[src/rtl/bcd_display_scanner.sv]
// Multiplexed common-anode 7-segment scanner for a chain of BCD decade counters.
// Digits are snapshotted once per frame; all pins are registered with one cycle of latency.
module bcd_display_scanner #(
    parameter int NUM_DIGITS   = 4,
    parameter int REFRESH_DIV  = 100000,
    parameter int BLANK_CYCLES = 1000,
    parameter bit ACTIVE_LOW   = 1'b1
) (
    input  logic                    clock,
    input  logic                    reset,
    input  logic [4*NUM_DIGITS-1:0] digits,
    input  logic                    blank_leading,
    input  logic [NUM_DIGITS-1:0]   dp_mask,
    output logic [6:0]              seg,
    output logic                    dp,
    output logic [NUM_DIGITS-1:0]   an,
    output logic                    frame_start
);

    localparam int PW = $clog2(REFRESH_DIV);
    localparam int IW = (NUM_DIGITS > 1) ? $clog2(NUM_DIGITS) : 1;
    localparam logic [PW-1:0] PRESC_LAST = PW'(REFRESH_DIV - 1);
    localparam logic [PW-1:0] BLANK_END  = PW'(BLANK_CYCLES);
    localparam logic [IW-1:0] IDX_LAST   = IW'(NUM_DIGITS - 1);

    logic [PW-1:0]           presc_q, presc_d;
    logic [IW-1:0]           idx_q, idx_d;
    logic                    prime_q;
    logic [4*NUM_DIGITS-1:0] dig_q, dig_d;
    logic [NUM_DIGITS-1:0]   dpm_q, dpm_d;
    logic                    bl_q, bl_d;
    logic                    fs_q;
    logic [6:0]              seg_q;
    logic                    dp_q;
    logic [NUM_DIGITS-1:0]   an_q;

    logic                    slot_end, frame_end, take_snap;
    logic [NUM_DIGITS-1:0]   blank_vec;
    logic                    zero_above, dig_zero;
    logic [3:0]              cur_dig;
    logic                    lit;
    logic [6:0]              seg_act;
    logic                    dp_act;
    logic [NUM_DIGITS-1:0]   an_act;

    // prime_q marks the first cycle out of reset: the scan holds at slot 0 for
    // that cycle so the fresh snapshot lines up with frame_start like any other frame.
    always_comb begin
        slot_end  = (presc_q == PRESC_LAST);
        frame_end = slot_end && (idx_q == IDX_LAST);
        take_snap = prime_q || frame_end;
        presc_d   = presc_q;
        idx_d     = idx_q;
        if (!prime_q) begin
            presc_d = slot_end ? '0 : presc_q + 1'b1;
            if (slot_end)
                idx_d = (idx_q == IDX_LAST) ? '0 : idx_q + 1'b1;
        end
        dig_d = take_snap ? digits        : dig_q;
        dpm_d = take_snap ? dp_mask       : dpm_q;
        bl_d  = take_snap ? blank_leading : bl_q;
    end

    always_comb begin
        blank_vec  = '0;
        zero_above = 1'b1;
        dig_zero   = 1'b0;
        for (int i = NUM_DIGITS - 1; i >= 1; i--) begin
            dig_zero     = (dig_q[4*i +: 4] == 4'd0);
            blank_vec[i] = bl_q && zero_above && dig_zero;
            zero_above   = zero_above && dig_zero;
        end
    end

    always_comb begin
        cur_dig = dig_q[4*int'(idx_q) +: 4];
        lit     = !prime_q && (presc_q >= BLANK_END) && !blank_vec[idx_q];
        case (cur_dig)
            4'd0:    seg_act = 7'h3F;
            4'd1:    seg_act = 7'h06;
            4'd2:    seg_act = 7'h5B;
            4'd3:    seg_act = 7'h4F;
            4'd4:    seg_act = 7'h66;
            4'd5:    seg_act = 7'h6D;
            4'd6:    seg_act = 7'h7D;
            4'd7:    seg_act = 7'h07;
            4'd8:    seg_act = 7'h7F;
            4'd9:    seg_act = 7'h6F;
            default: seg_act = 7'h40;
        endcase
        if (!lit)
            seg_act = 7'h00;
        dp_act = lit && dpm_q[idx_q];
        an_act = lit ? (NUM_DIGITS'(1) << idx_q) : '0;
    end

    always_ff @(posedge clock or posedge reset) begin
        if (reset) begin
            presc_q <= '0;
            idx_q   <= '0;
            prime_q <= 1'b1;
            dig_q   <= '0;
            dpm_q   <= '0;
            bl_q    <= 1'b0;
            fs_q    <= 1'b0;
            seg_q   <= {7{ACTIVE_LOW}};
            dp_q    <= ACTIVE_LOW;
            an_q    <= {NUM_DIGITS{ACTIVE_LOW}};
        end else begin
            presc_q <= presc_d;
            idx_q   <= idx_d;
            prime_q <= 1'b0;
            dig_q   <= dig_d;
            dpm_q   <= dpm_d;
            bl_q    <= bl_d;
            fs_q    <= take_snap;
            seg_q   <= seg_act ^ {7{ACTIVE_LOW}};
            dp_q    <= dp_act ^ ACTIVE_LOW;
            an_q    <= an_act ^ {NUM_DIGITS{ACTIVE_LOW}};
        end
    end

    assign seg         = seg_q;
    assign dp          = dp_q;
    assign an          = an_q;
    assign frame_start = fs_q;

endmodule

[config.mk]
export PLATFORM = sky130hd
export DESIGN_NAME = bcd_display_scanner
export DESIGN_NICKNAME = d
export VERILOG_FILES = /design/src/rtl/bcd_display_scanner.sv
export SDC_FILE = /design/constraint.sdc
export NUM_CORES = 1
export LEC_CHECK = 0
export ABC_CLOCK_PERIOD_IN_PS = 5850
export BUFFER_PORTS_ARGS = -buffer_cell sky130_fd_sc_hd__clkbuf_2
export CORE_UTILIZATION = 46
export DETAILED_ROUTE_END_ITERATION = 12
export PLACE_DENSITY = 0.66
export SLEW_MARGIN = 5
export SYNTH_ARGS = -nofsm -noshare
export SYNTH_HDL_FRONTEND = slang
export SYNTH_SLANG_ARGS = --single-unit
[constraint.sdc]
create_clock -name clock -period 5.85 [get_ports clock]
set_input_delay 1.17 -clock clock [delete_from_list [all_inputs] [get_ports clock]]
set_output_delay 1.17 -clock clock [all_outputs]
set_load 0.02 [all_outputs]
## Yosys cells after proc, flatten, opt, wreduce, memory -nomap -nowiden

Memory sizes are Yosys's and may differ from the RTL's.
Index checks and enable logic that the tools add are counted.

- Bits in latches: 0
- Logic and storage cells: 47
- Memory bits (writable): 0
- ROM bits: 112
- Bits of input ports: 23
- Memories kept: 1
- Output and inout bits: 13
- Bits in registers: 54

Memory list:

| name | depth | bits a word | rd ports | clocked after Yosys merged registers in | wr ports | line | source |
|---|---|---|---|---|---|---|---|
| (name not given) | 16 | 7 | 1 | 0 | 0 | 78 | `case (cur_dig)` |

- Shifts and indexed selects: 2
- Div/mod/pow operators: 0
- Multiply operators: 0
- Add/sub/neg operators: 2
- Eq/ne operators: 2
- $lt $le $gt $ge: 2
- Bitwise operators: 4
- Mux-type cells: 8
- Reductions and logical operators: 16

Operators with widths:

| cell | number |
|---|---|
| $add A17 B1 Y17 const B | 1 |
| $eq A17 B17 Y1 const B | 1 |
| $ge A17 B10 Y1 const B | 1 |
| $mux W17 | 1 |
| $shiftx A16 B5 Y4 | 1 |
| $logic_not A4 Y1 | 3 |
| $logic_and A1 B1 Y1 | 9 |
| $mux W7 | 1 |
| $not A7 Y7 | 1 |
| $bmux W1 S2 | 2 |
| $mux W4 | 1 |
| $not A4 Y4 | 1 |
| $shl A1 B2 Y4 const A | 1 |
| $lt A2 B3 Y1 const B | 1 |
| $add A2 B1 Y2 const B | 1 |
| $eq A2 B2 Y1 const B | 1 |
| $logic_not A1 Y1 | 2 |
| $mux W1 | 2 |
| $mux W2 | 1 |
| $not A1 Y1 | 2 |
| $reduce_and A2 Y1 | 1 |
| $logic_or A1 B1 Y1 | 1 |

## Depth between registers and ports, before layout

Gate-level depths: netlist of the first run.

- Depth after elaboration: 10
- Depth in mapped cells: 8
- Mapped depth without buffers: 7

## Worst setup path after synthesis of the first run

OpenSTA, ideal clock, no wires.

- Path kind: register -> register
- Start point: register presc_q[11]
- End point: register idx_q[0]
- Library setup time: 0.125 ns
- Setup slack: 3.927 ns
- Buffers on the path: 1
- Data arrival time: 1.798 ns
- Cell stages (with the launch flop): 7
- Required time: 5.725 ns
- Period minus slack after synthesis: 1.923 ns
- Cell sequence: dfrtp_1 > nor4_4 > nand2_2 > nor4_4 > nor2b_1 > buf_2 > mux2_2

- Cells in the longest elaborated chain, start to end: 2

RTL lines:

| element | line | source |
|---|---|---|
| start, declared | 26 | `logic [PW-1:0] presc_q, presc_d;` |
| start signal, assigned | 110 | `presc_q <= presc_d;` |
| $eq A17 B17 Y1 | 49 | `slot_end = (presc_q == PRESC_LAST);` |
| $reduce_and A2 Y1 (no line) | -- |  |
| end signal, assigned | 111 | `idx_q <= idx_d;` |
| end, declared | 27 | `logic [IW-1:0] idx_q, idx_d;` |

No other way between the ends.
A chain may end at the register's enable or synchronous reset.

## Final worst setup path of the first run

Same ends and word-level chain as after synthesis.

==> key figures, run 1 <==
Synth
  – Synth async-reset ratio: 1.000
  – Ys Warns: 0
  – Syn Inst Count: 211
  – Biggest area consumer among synthesized cells: dfrtp_1
  – EDFF count, synth: 0
  – Mapped Avg Cell Area: between 10 and 15 sq um
  – Synthesis-stage register bit count: 54
  – Post-Syn Area: 0.002639 sq mm
  – Post-synth net total: about 250
  – Most instantiated library cell after synthesis: dfrtp_1
  – Synth top area share: 0.3888
  – Sequential share of the synthesized area: 0.5183
  – Synth cell count leaders: dfrtp_1 (41), mux2_4 (19), nand2_1 (16)
  – Synth cell types: 39
  – Synth Flop Type: dfrtp_1
  – Synth area leaders: dfrtp_1 (39%), dfstp_2 (13%), mux2_4 (11%)

Clock tree
  – Clock sinks: 54
  – Post-CTS Setup Repair Bufs: 0
  – Post-CTS Resized: 0
  – Worst-Skew Late Latency: 0.31 ns
  – Reg clk slew, reported paths: ~0.1 ns
  – Number of CTS-inserted buffers: 5
  – H-tree depth: 2
  – Max Root-Sink Buffers: 2
  – Hold buffer count at cts: 0
  – CTS root buf: clkbuf_8
  – CTS tree: done

Critical path
  – Crit path max-delay family: simple AND/OR/NAND/NOR gates
  – Most used cell, CP: nor4_4
  – Critical path launch point type: register
  – Reg2Reg Depth: 5
  – Critical path class: register to register
  – Crit path to: idx_q[0]
  – Crit path largest cell delay: 0.54 ns
  – Worst Path Buf+Inv: 0
  – Worst reg2reg path endpoint: idx_q[0]
  – Slowest CP cell: nor2b_1
  – Arrival time of the worst setup path: 2.50 ns
  – Setup crit end kind: register
  – CP max FO: 8
  – Critical path depth: 5
  – Critical Path Source: presc_q[11]
  – Critical path cell sequence: nor4_4, nand2_2, nor4_4, nor2b_1, mux2_2
  – Worst endpoint required time: 6.06 ns
  – Reg2Reg Setup Slack: 3.56 ns
  – R2R Path Start: presc_q[11]

Finish
  – Fill cell count: 470
  – Layout cell share with drive strength beyond 1: 0.3775
  – Final Util: 0.5401
  – Layout net count: 282
  – Area Overhead vs Synth: 12.71%
  – # diodes: 0

Power and ir drop
  – Clock power frac: 0.283
  – P_sw: 218.1 uW
  – Internal power: 567.4 uW
  – Leakage: 1.351 nW
  – Sw Ratio: 0.2776
  – Register share of total power: 0.569
  – Logic gate share of total power: 0.148
  – Maximum VDD drop: 0.0001334 V
  – Power per cell area: 264.1 mW/mm^2

Detailed routing
  – Top routing layer in use: met4
  – Metal3 WL: between 100 and 150 um
  – Starting DRC count in detailed routing: 103
  – Routed met2 length: 1929 um
  – Routed WL: 4326 um
  – Initial DRT Pass Iterations: 4
  – Residual DRC: 0
  – Wirelength per Cell: 13.48 um
  – WL met1: between 2000 and 2500 um
  – Vias per inst: 5.134
  – Final ANT Viol Nets: 0
  – Via Count: between 1500 and 2000

Die
  – IO Pins: 36
  – Chip width: about 80 um
  – Die area: between 0.006 and 0.007 sq mm
  – Rows: 27
  – Die height: 77.74 um
  – CORE AREA: 0.005507 sq mm
  – Initial Utilization: 0.4792

Timing
  – Slew @ Worst Pin: 0.9349 ns
  – Final period util: 0.3914
  – RSZ-0062 raised after global routing: false
  – Clock Skew: 0.01356 ns
  – Tmin final: 2.290 ns
  – Final setup vio count: 0
  – Max-slew violations: 0
  – Slew HR: 0.3738
  – Fmax: 436.7 MHz
  – Setup Total Neg Slack: 0 ns
  – Hold Vio Cnt, Final: 0

Place
  – RD Place Congestion: around 0.8
  – Port bufs: 35
  – HPWL after DPL: approximately 3100 um

Global routing
  – Grt ovf: 0
  – Vias in the first global route: 1599
  – Total track usage: 0.1668
  – Largest net degree at the start of global routing: 55
  – Initial antenna violation count: 0
  – First-pass GRT wire length: 7707 um

Status
  – Status: completed

Run
  – Max_cap viols: 0

Hold path
  – Hold Path Class: register to register
==> worst min-delay path by stage <==
stage                          start    endpoint  slack (ns)  cells after the start
after floorplan             dpm_q[2]    dpm_q[2]        0.48                      1
after global placement      dpm_q[2]    dpm_q[2]        0.49                      1
after detailed placement    dig_q[3]    dig_q[3]        0.50                      1
after CTS                 presc_q[4]  presc_q[4]        0.52                      1
after global routing        dpm_q[3]    dpm_q[3]        0.53                      1
final                     presc_q[4]  presc_q[4]        0.52                      1
==> layer usage <==
layer,track usage,up-vias
met1,0.2436,806
met5,0,-
met2,0.2372,33
li1,-,803
met4,0.07358,0
met3,0.03647,6
==> placed cells by master, fill, tap and decap left out, types with 2 or more instances in the layout <==
| cell type | netlist | layout |
|---|---|---|
| a21o_1 | 2 | 2 |
| a21oi_1 | 2 | 2 |
| a31oi_1 | 2 | 2 |
| buf_4 | 0 | 2 |
| clkbuf_2 | 0 | 35 |
| clkbuf_8 | 0 | 6 |
| dfrtp_1 | 41 | 41 |
| dfstp_2 | 13 | 13 |
| ha_1 | 11 | 11 |
| inv_1 | 12 | 11 |
| mux2_2 | 5 | 5 |
| mux2_4 | 19 | 19 |
| mux4_2 | 5 | 5 |
| nand2_1 | 16 | 16 |
| nand2b_1 | 2 | 2 |
| nand3_1 | 10 | 10 |
| nand4_1 | 5 | 5 |
| nor2_1 | 14 | 14 |
| nor2b_1 | 3 | 3 |
| nor3_1 | 5 | 5 |
| nor4_1 | 3 | 3 |
| nor4_4 | 2 | 2 |
| o211ai_1 | 2 | 2 |
| o21ai_0 | 5 | 5 |
| xnor2_1 | 7 | 7 |
| xor2_1 | 5 | 5 |
==> power by group through the flow <==
stage,clock network [mW],logic [mW],registers (mW)
after detailed placement,0,0.118,0.454
after CTS,0.230,0.118,0.447
after floorplan,0,0.0961,0.443
final,0.222,0.117,0.447
after global placement,0,0.116,0.453
after global routing,0.246,0.133,0.455
==> state kept, by name, summed over array words and instances, names as in the netlist <==
name,count
dp,1
idx_q,2
dig_q,16
presc_q,17
dpm_q,4
frame_start,1
prime_q,1
bl_q,1
an,4
seg,7
==> cell type report <==
type                    count  area, sq um  share of cell area
multi-input cells         138         1182              0.3976
flip-flops and latches     54         1368              0.4598
inverters                  12        45.04             0.01515
clock inverters             2        16.27            0.005469
repair buffers             37        190.2             0.06395
clock buffers               6        82.58             0.02777
well taps                  72        90.09             0.03029
==> through the flow <==
stage               hold slack (ns)  instances  total power, mW  area, sq um  setup slack (ns)
floorplan                    0.4759        211           0.5391         2639             3.387
detailed placement           0.5035        313           0.5712         2875             3.538
finish                       0.5161        321           0.7855         2974             3.560
global placement             0.4921        313           0.5689         2875             3.613
global route                 0.5301        321           0.8332         2974             3.436
CTS                          0.5229        321           0.7954         2974             3.539
==> worst register-to-register path, cell delays in order, from the launching register on <==
cell,delay (ns)
dfrtp_1,0.45
nor4_4,0.33
nand2_2,0.10
nor4_4,0.38
nor2b_1,0.54
mux2_2,0.40
==> cells by family after synthesis <==
group | share of synthesized area
AOI/OAI and AO/OA | 0.04694
xor gates and xnor gates | 0.03983
buffers and inverters | 0.03366
other | 0.001421
adders and majority gates | 0.05216
and+or+nand+nor | 0.1318
DFF | 0.5183
muxes | 0.1759
Power figures use the tool's default switching activity.
==> run 2, diff against run 1 <==
--- a/config.mk
+++ b/config.mk
@@ -5,7 +5,7 @@
 export SDC_FILE = /design/constraint.sdc
 export NUM_CORES = 1
 export LEC_CHECK = 0
-export ABC_CLOCK_PERIOD_IN_PS = 5850
+export ABC_CLOCK_PERIOD_IN_PS = 2270
 export BUFFER_PORTS_ARGS = -buffer_cell sky130_fd_sc_hd__clkbuf_2
 export CORE_UTILIZATION = 46
 export DETAILED_ROUTE_END_ITERATION = 12
==> constraint.sdc (replaced) <==
create_clock -name clock -period 2.27 [get_ports clock]
set_input_delay 0.454 -clock clock [delete_from_list [all_inputs] [get_ports clock]]
set_output_delay 0.454 -clock clock [all_outputs]
set_load 0.02 [all_outputs]
==> run 2 against run 1 <==
  * Fmax up 13%
  * Non-clock buffer count increased by 6
  * Largest cell class unchanged
  * Sequential share of layout area down 0.72 points
==> key figures, run 2 (same netlist as run 1, synthesis figures left out) <==
Critical path
  – Arrival time of the worst setup path: around 2.2 ns
  – R2R Path Start: presc_q[11]
  – Setup crit end kind: register
  – Critical path class: register to register
  – CP max FO: 5
  – Worst endpoint required time: 2.47 ns
  – Reg2Reg Depth: 5
  – Critical path launch point type: register
  – Critical Path Source: presc_q[11]

Die
  – IO Pins: 36
  – CORE AREA: 0.005507 sq mm
  – Initial Utilization: 0.4792
  – Die area: approximately 0.0060 sq mm
  – Chip width: 77.74 um
  – Die height: 77.74 um
  – Rows: 27

Finish
  – Final non-filler cell total: 327
  – Layout net count: 288
  – Most common cell after layout, fill and taps aside: dfrtp_1
  – # diodes: 0
  – Number of flip-flops in the largest register: 17
  – Area Overhead vs Synth: 14.51%
  – Most frequent cells in the layout: dfrtp_1 (41), clkbuf_2 (35), mux2_4 (19), nand2_1 (16), nor2_1 (14)
  – Reg with most FFs: presc_q
  – Layout cell share with drive strength beyond 1: 0.3882

Clock tree
  – CTS root buf: clkbuf_8
  – H-tree depth: 2
  – Worst-Skew Late Latency: 0.30 ns
  – Max Root-Sink Buffers: 2
  – CTS tree: done
  – Post-CTS Setup Repair Bufs: 0
  – Number of CTS-inserted buffers: 5
  – Reg clk slew, reported paths: 0.10 ns
  – Clock sinks: 54
  – Hold buffer count at cts: 0
  – Post-CTS Resized: 0

Timing
  – Final period util: 0.8927
  – Hold Vio Cnt, Final: 0
  – Clock Skew: 0.008976 ns
  – Final WS setup: 0.2436 ns
  – Tmin final: slightly above 2 ns
  – Setup Total Neg Slack: 0 ns
  – Max-slew violations: 0
  – Final setup vio count: 0
  – RSZ-0062 raised after global routing: false
  – Slew @ Worst Pin: 0.6427 ns
  – Fmax: 493.5 MHz
  – Slew HR: 0.5715

Status
  – Status: completed

Detailed routing
  – Routed WL: 4357 um
  – Residual DRC: 0
  – Via Count: 1620
  – Initial DRT Pass Iterations: 4
  – Final ANT Viol Nets: 0
  – Vias per inst: 4.954
  – Wirelength per Cell: 13.32 um
  – Starting DRC count in detailed routing: 70

Power and ir drop
  – Power per cell area: 657.3 mW/mm^2
  – Register share of total power: 0.581
  – Leakage: approximately 1.4 nW
  – Logic gate share of total power: 0.154
  – P_sw: approximately 550 uW
  – Internal power: 1.434 mW
  – Sw Ratio: 0.2782
  – Maximum VDD drop: 0.0004517 V
  – Clock power frac: 0.265

Hold path
  – Hold Path Class: input pin to asynchronous set/reset pin

Global routing
  – Initial antenna violation count: 0
  – Vias in the first global route: 1622
  – Total track usage: 0.1677
  – Grt ovf: 0
  – First-pass GRT wire length: 7852 um
  – Largest net degree at the start of global routing: 55

Place
  – RD Place Congestion: 0.8104
  – Cells after DPL: approximately 320
  – Port bufs: 35
  – Pre-CTS setup slack: 0.2488 ns
  – HPWL after DPL: approximately 3200 um

Run
  – Max_cap viols: 0
-- run 2: cell types whose count changed in the layout (fill, tap and decap cells not counted), sizes merged --
cell	before	now
clkbuf	41	40
clkinv	0	1
buf	2	8
-- run 2: per-stage QoR --
step                      total power [mW]  hold WS (ns)  utilization  area, sq um
after global routing                 2.103        0.3487       0.5487         3022
after floorplan                      1.389        0.4759            -         2639
after global placement               1.471        0.4964       0.5326         2933
after CTS                            2.011        0.3216       0.5487         3022
after detailed placement             1.479        0.5006       0.5326         2933
final                                1.986        0.3039       0.5487         3022
-- run 2: final timing paths --
check | end | slack, ns
max | idx_q[0] | 0.24
min | dig_q[0] | 0.30
max reg2reg | idx_q[0] | 0.24
min reg2reg | dpm_q[1] | 0.52
max in group asynchronous | dpm_q[0] | 1.54
min in group clock | dig_q[15] | 0.37
-- run 2: worst max-delay path, cell delays in order, from the launching register on --
cell	delay (ns)
dfrtp_1	0.45
nor4_4	0.33
nand2_2	0.10
nor4_4	0.39
nor2b_1	0.29
mux2_2	0.37
-- run 2: layer usage --
metal | wire, um | track usage
met5 | 0 | 0
met2 | 1840 | 0.2425
met1 | 2313 | 0.2492
met4 | 39 | 0.05660
met3 | 164 | 0.03529
-- run 2: area by class of cell --
class                      count  area [sq um]
clock buffer                   5         68.82
clock inverter                 3         20.02
fill                         479          2485
inverter                      12         45.04
multi-input combinational    138          1182
sequential                    54          1368
tap                           72         90.09
timing repair buffer          43         247.7
-- run 2: power by group through the flow --
stage	Sequential, mW	Combinational, mW	Clock [mW]
floorplan	1.14	0.248	0
global placement	1.17	0.301	0
detailed placement	1.17	0.309	0
CTS	1.15	0.311	0.549
global route	1.17	0.342	0.590
finish	1.15	0.306	0.526
==> run 3, diff against run 2 <==
--- a/config.mk
+++ b/config.mk
@@ -8,6 +8,7 @@
 export ABC_CLOCK_PERIOD_IN_PS = 2270
 export BUFFER_PORTS_ARGS = -buffer_cell sky130_fd_sc_hd__clkbuf_2
 export CORE_UTILIZATION = 46
+export CTS_BUF_LIST = sky130_fd_sc_hd__clkbuf_16
 export DETAILED_ROUTE_END_ITERATION = 12
 export PLACE_DENSITY = 0.66
 export SLEW_MARGIN = 5
==> run 3 against run 2 <==
  * Core utilization up 1.0 points
  * Die area did not move
  * Register-to-register slack barely moved
  * First-iteration DRC count grew 7.1%
  * Critical path type unchanged
==> key figures, run 3 (same netlist as run 1, synthesis figures left out) <==
Critical path
  – Slowest CP cell: dfrtp_1
  – Critical path cell sequence: nor4_4, nand2_2, nor4_4, nor2b_1, mux2_2
  – Critical path launch point type: register
  – Reg2Reg Depth: 5
  – Crit path largest cell delay: 0.44 ns
  – Worst endpoint required time: 2.44 ns
  – Critical path class: register to register
  – Setup crit end kind: register
  – Worst Path Buf+Inv: 0
  – Most used cell, CP: nor4_4
  – Crit path max-delay family: simple AND/OR/NAND/NOR gates
  – Critical path depth: 5
  – CP max FO: 5
  – Arrival time of the worst setup path: 2.20 ns

Detailed routing
  – Final ANT Viol Nets: 0
  – Residual DRC: 0
  – Vias per inst: 4.976
  – Via Count: 1627
  – Routed WL: roughly 4400 um
  – Wirelength per Cell: approximately 13 um
  – Starting DRC count in detailed routing: 75
  – Initial DRT Pass Iterations: 4

Timing
  – Slew @ Worst Pin: around 0.66 ns
  – Tmin final: 2.025 ns
  – Fmax: roughly 500 MHz
  – Clock Skew: 0.006930 ns
  – Final setup vio count: 0
  – Final period util: 0.8920
  – Max-slew violations: 0
  – Final WS setup: 0.2451 ns
  – RSZ-0062 raised after global routing: false
  – Slew HR: 0.5622
  – Setup Total Neg Slack: 0 ns
  – Hold Vio Cnt, Final: 0

Clock tree
  – Worst-Skew Late Latency: about 0.29 ns
  – Post-CTS Setup Repair Bufs: 0
  – H-tree depth: 2
  – Max Root-Sink Buffers: 2
  – Reg clk slew, reported paths: ~0.07 ns
  – Post-CTS Resized: 0
  – Number of CTS-inserted buffers: 5
  – CTS tree: done
  – Hold buffer count at cts: 0
  – CTS root buf: clkbuf_16
  – Clock sinks: between 50 and 60

Place
  – RD Place Congestion: 0.8104
  – Pre-CTS setup slack: 0.2488 ns
  – Placed Area: ~0.003 sq mm
  – Port bufs: 35
  – HPWL after DPL: 3172 um

Power and ir drop
  – Leakage: about 1.4 nW
  – Internal power: 1.625 mW
  – Sw Ratio: 0.2617
  – Maximum VDD drop: 0.0004165 V
  – Logic gate share of total power: 0.139
  – Register share of total power: 0.525
  – Power per cell area: between 700 and 800 mW/mm^2
  – P_sw: approximately 580 uW
  – Tot Pwr: 2.201 mW
  – Clock power frac: 0.336

Global routing
  – Largest net degree at the start of global routing: 55
  – Total track usage: 0.1672
  – Grt ovf: 0
  – Vias in the first global route: 1623
  – First-pass GRT wire length: approximately 7900 um
  – Initial antenna violation count: 0

Finish
  – Layout net count: about 290
  – Reg with most FFs: presc_q
  – Number of flip-flops in the largest register: 17
  – # diodes: 0
  – Final instance area: 0.003078 sq mm
  – Most common cell after layout, fill and taps aside: dfrtp_1
  – Area Overhead vs Synth: 16.64%
  – Final Util: 0.5590
  – Most frequent cells in the layout: dfrtp_1 (41), clkbuf_2 (35), mux2_4 (19), nand2_1 (16), nor2_1 (14)
  – Layout cell share with drive strength beyond 1: 0.3882

Status
  – Status: completed

Die
  – Chip width: 77.74 um
  – Rows: 27
  – IO Pins: 36
  – Die height: 77.74 um
  – CORE AREA: 0.005507 sq mm
  – Initial Utilization: 0.4792
  – Die area: 0.006044 sq mm

Hold path
  – Hold Path Class: input pin to asynchronous set/reset pin

Run
  – Max_cap viols: 0
-- run 3: cell types whose count changed in the layout (fill, tap and decap cells not counted) --
cell,previous run,this run
clkbuf_8,5,0
clkbuf_16,0,5
-- run 3: final timing paths --
path                             startpoint   endpoint  slack, ns
worst max-delay path            presc_q[11]   idx_q[0]       0.25
worst min-delay path                  reset   dig_q[0]       0.33
worst max register to register  presc_q[11]   idx_q[0]       0.25
worst min register to register     dpm_q[1]   dpm_q[1]       0.52
max in group asynchronous             reset   dpm_q[2]       1.50
min in group clock               digits[15]  dig_q[15]       0.39
-- run 3: area by class of cell --
cell class / count / area, sq um
Fill cell: 469 / 2429
Multi-Input combinational cell: 138 / 1182
Tap cell: 72 / 90.09
Inverter: 12 / 45.04
Sequential cell: 54 / 1368
Clock buffer: 5 / 125.1
Timing Repair Buffer: 43 / 247.7
Clock inverter: 3 / 20.02
-- run 3: per-layer routing --
metal | up-vias | global-route usage | part of all wire
met3 | 2 | 0.03882 | 0.033
met4 | 0 | 0.04528 | 0.0069
met5 | - | 0 | 0
met2 | 32 | 0.2398 | 0.42
met1 | 776 | 0.2525 | 0.54
li1 | 817 | - | -
-- run 3: worst min-delay path: stages --
cell and delay (ns):
clkbuf_2 0.09, inv_2 0.04, buf_4 0.53
-- run 3: power groups by stage --
| stage | Combinational, mW | Sequential (mW) | Clock (mW) |
|---|---|---|---|
| 2_1_floorplan | 0.248 | 1.14 | 0 |
| 3_3_place_gp | 0.301 | 1.17 | 0 |
| 3_5_place_dp | 0.309 | 1.17 | 0 |
| 4_1_cts | 0.310 | 1.15 | 0.758 |
| 5_1_grt | 0.341 | 1.17 | 0.806 |
| 6_report | 0.306 | 1.16 | 0.740 |
-- run 3: metrics by stage --
step                hold WS (ns)  instances
floorplan                 0.4759        211
global placement          0.4964        319
detailed placement        0.5006        319
CTS                       0.3560        327
global route              0.3832        327
finish                    0.3320        327
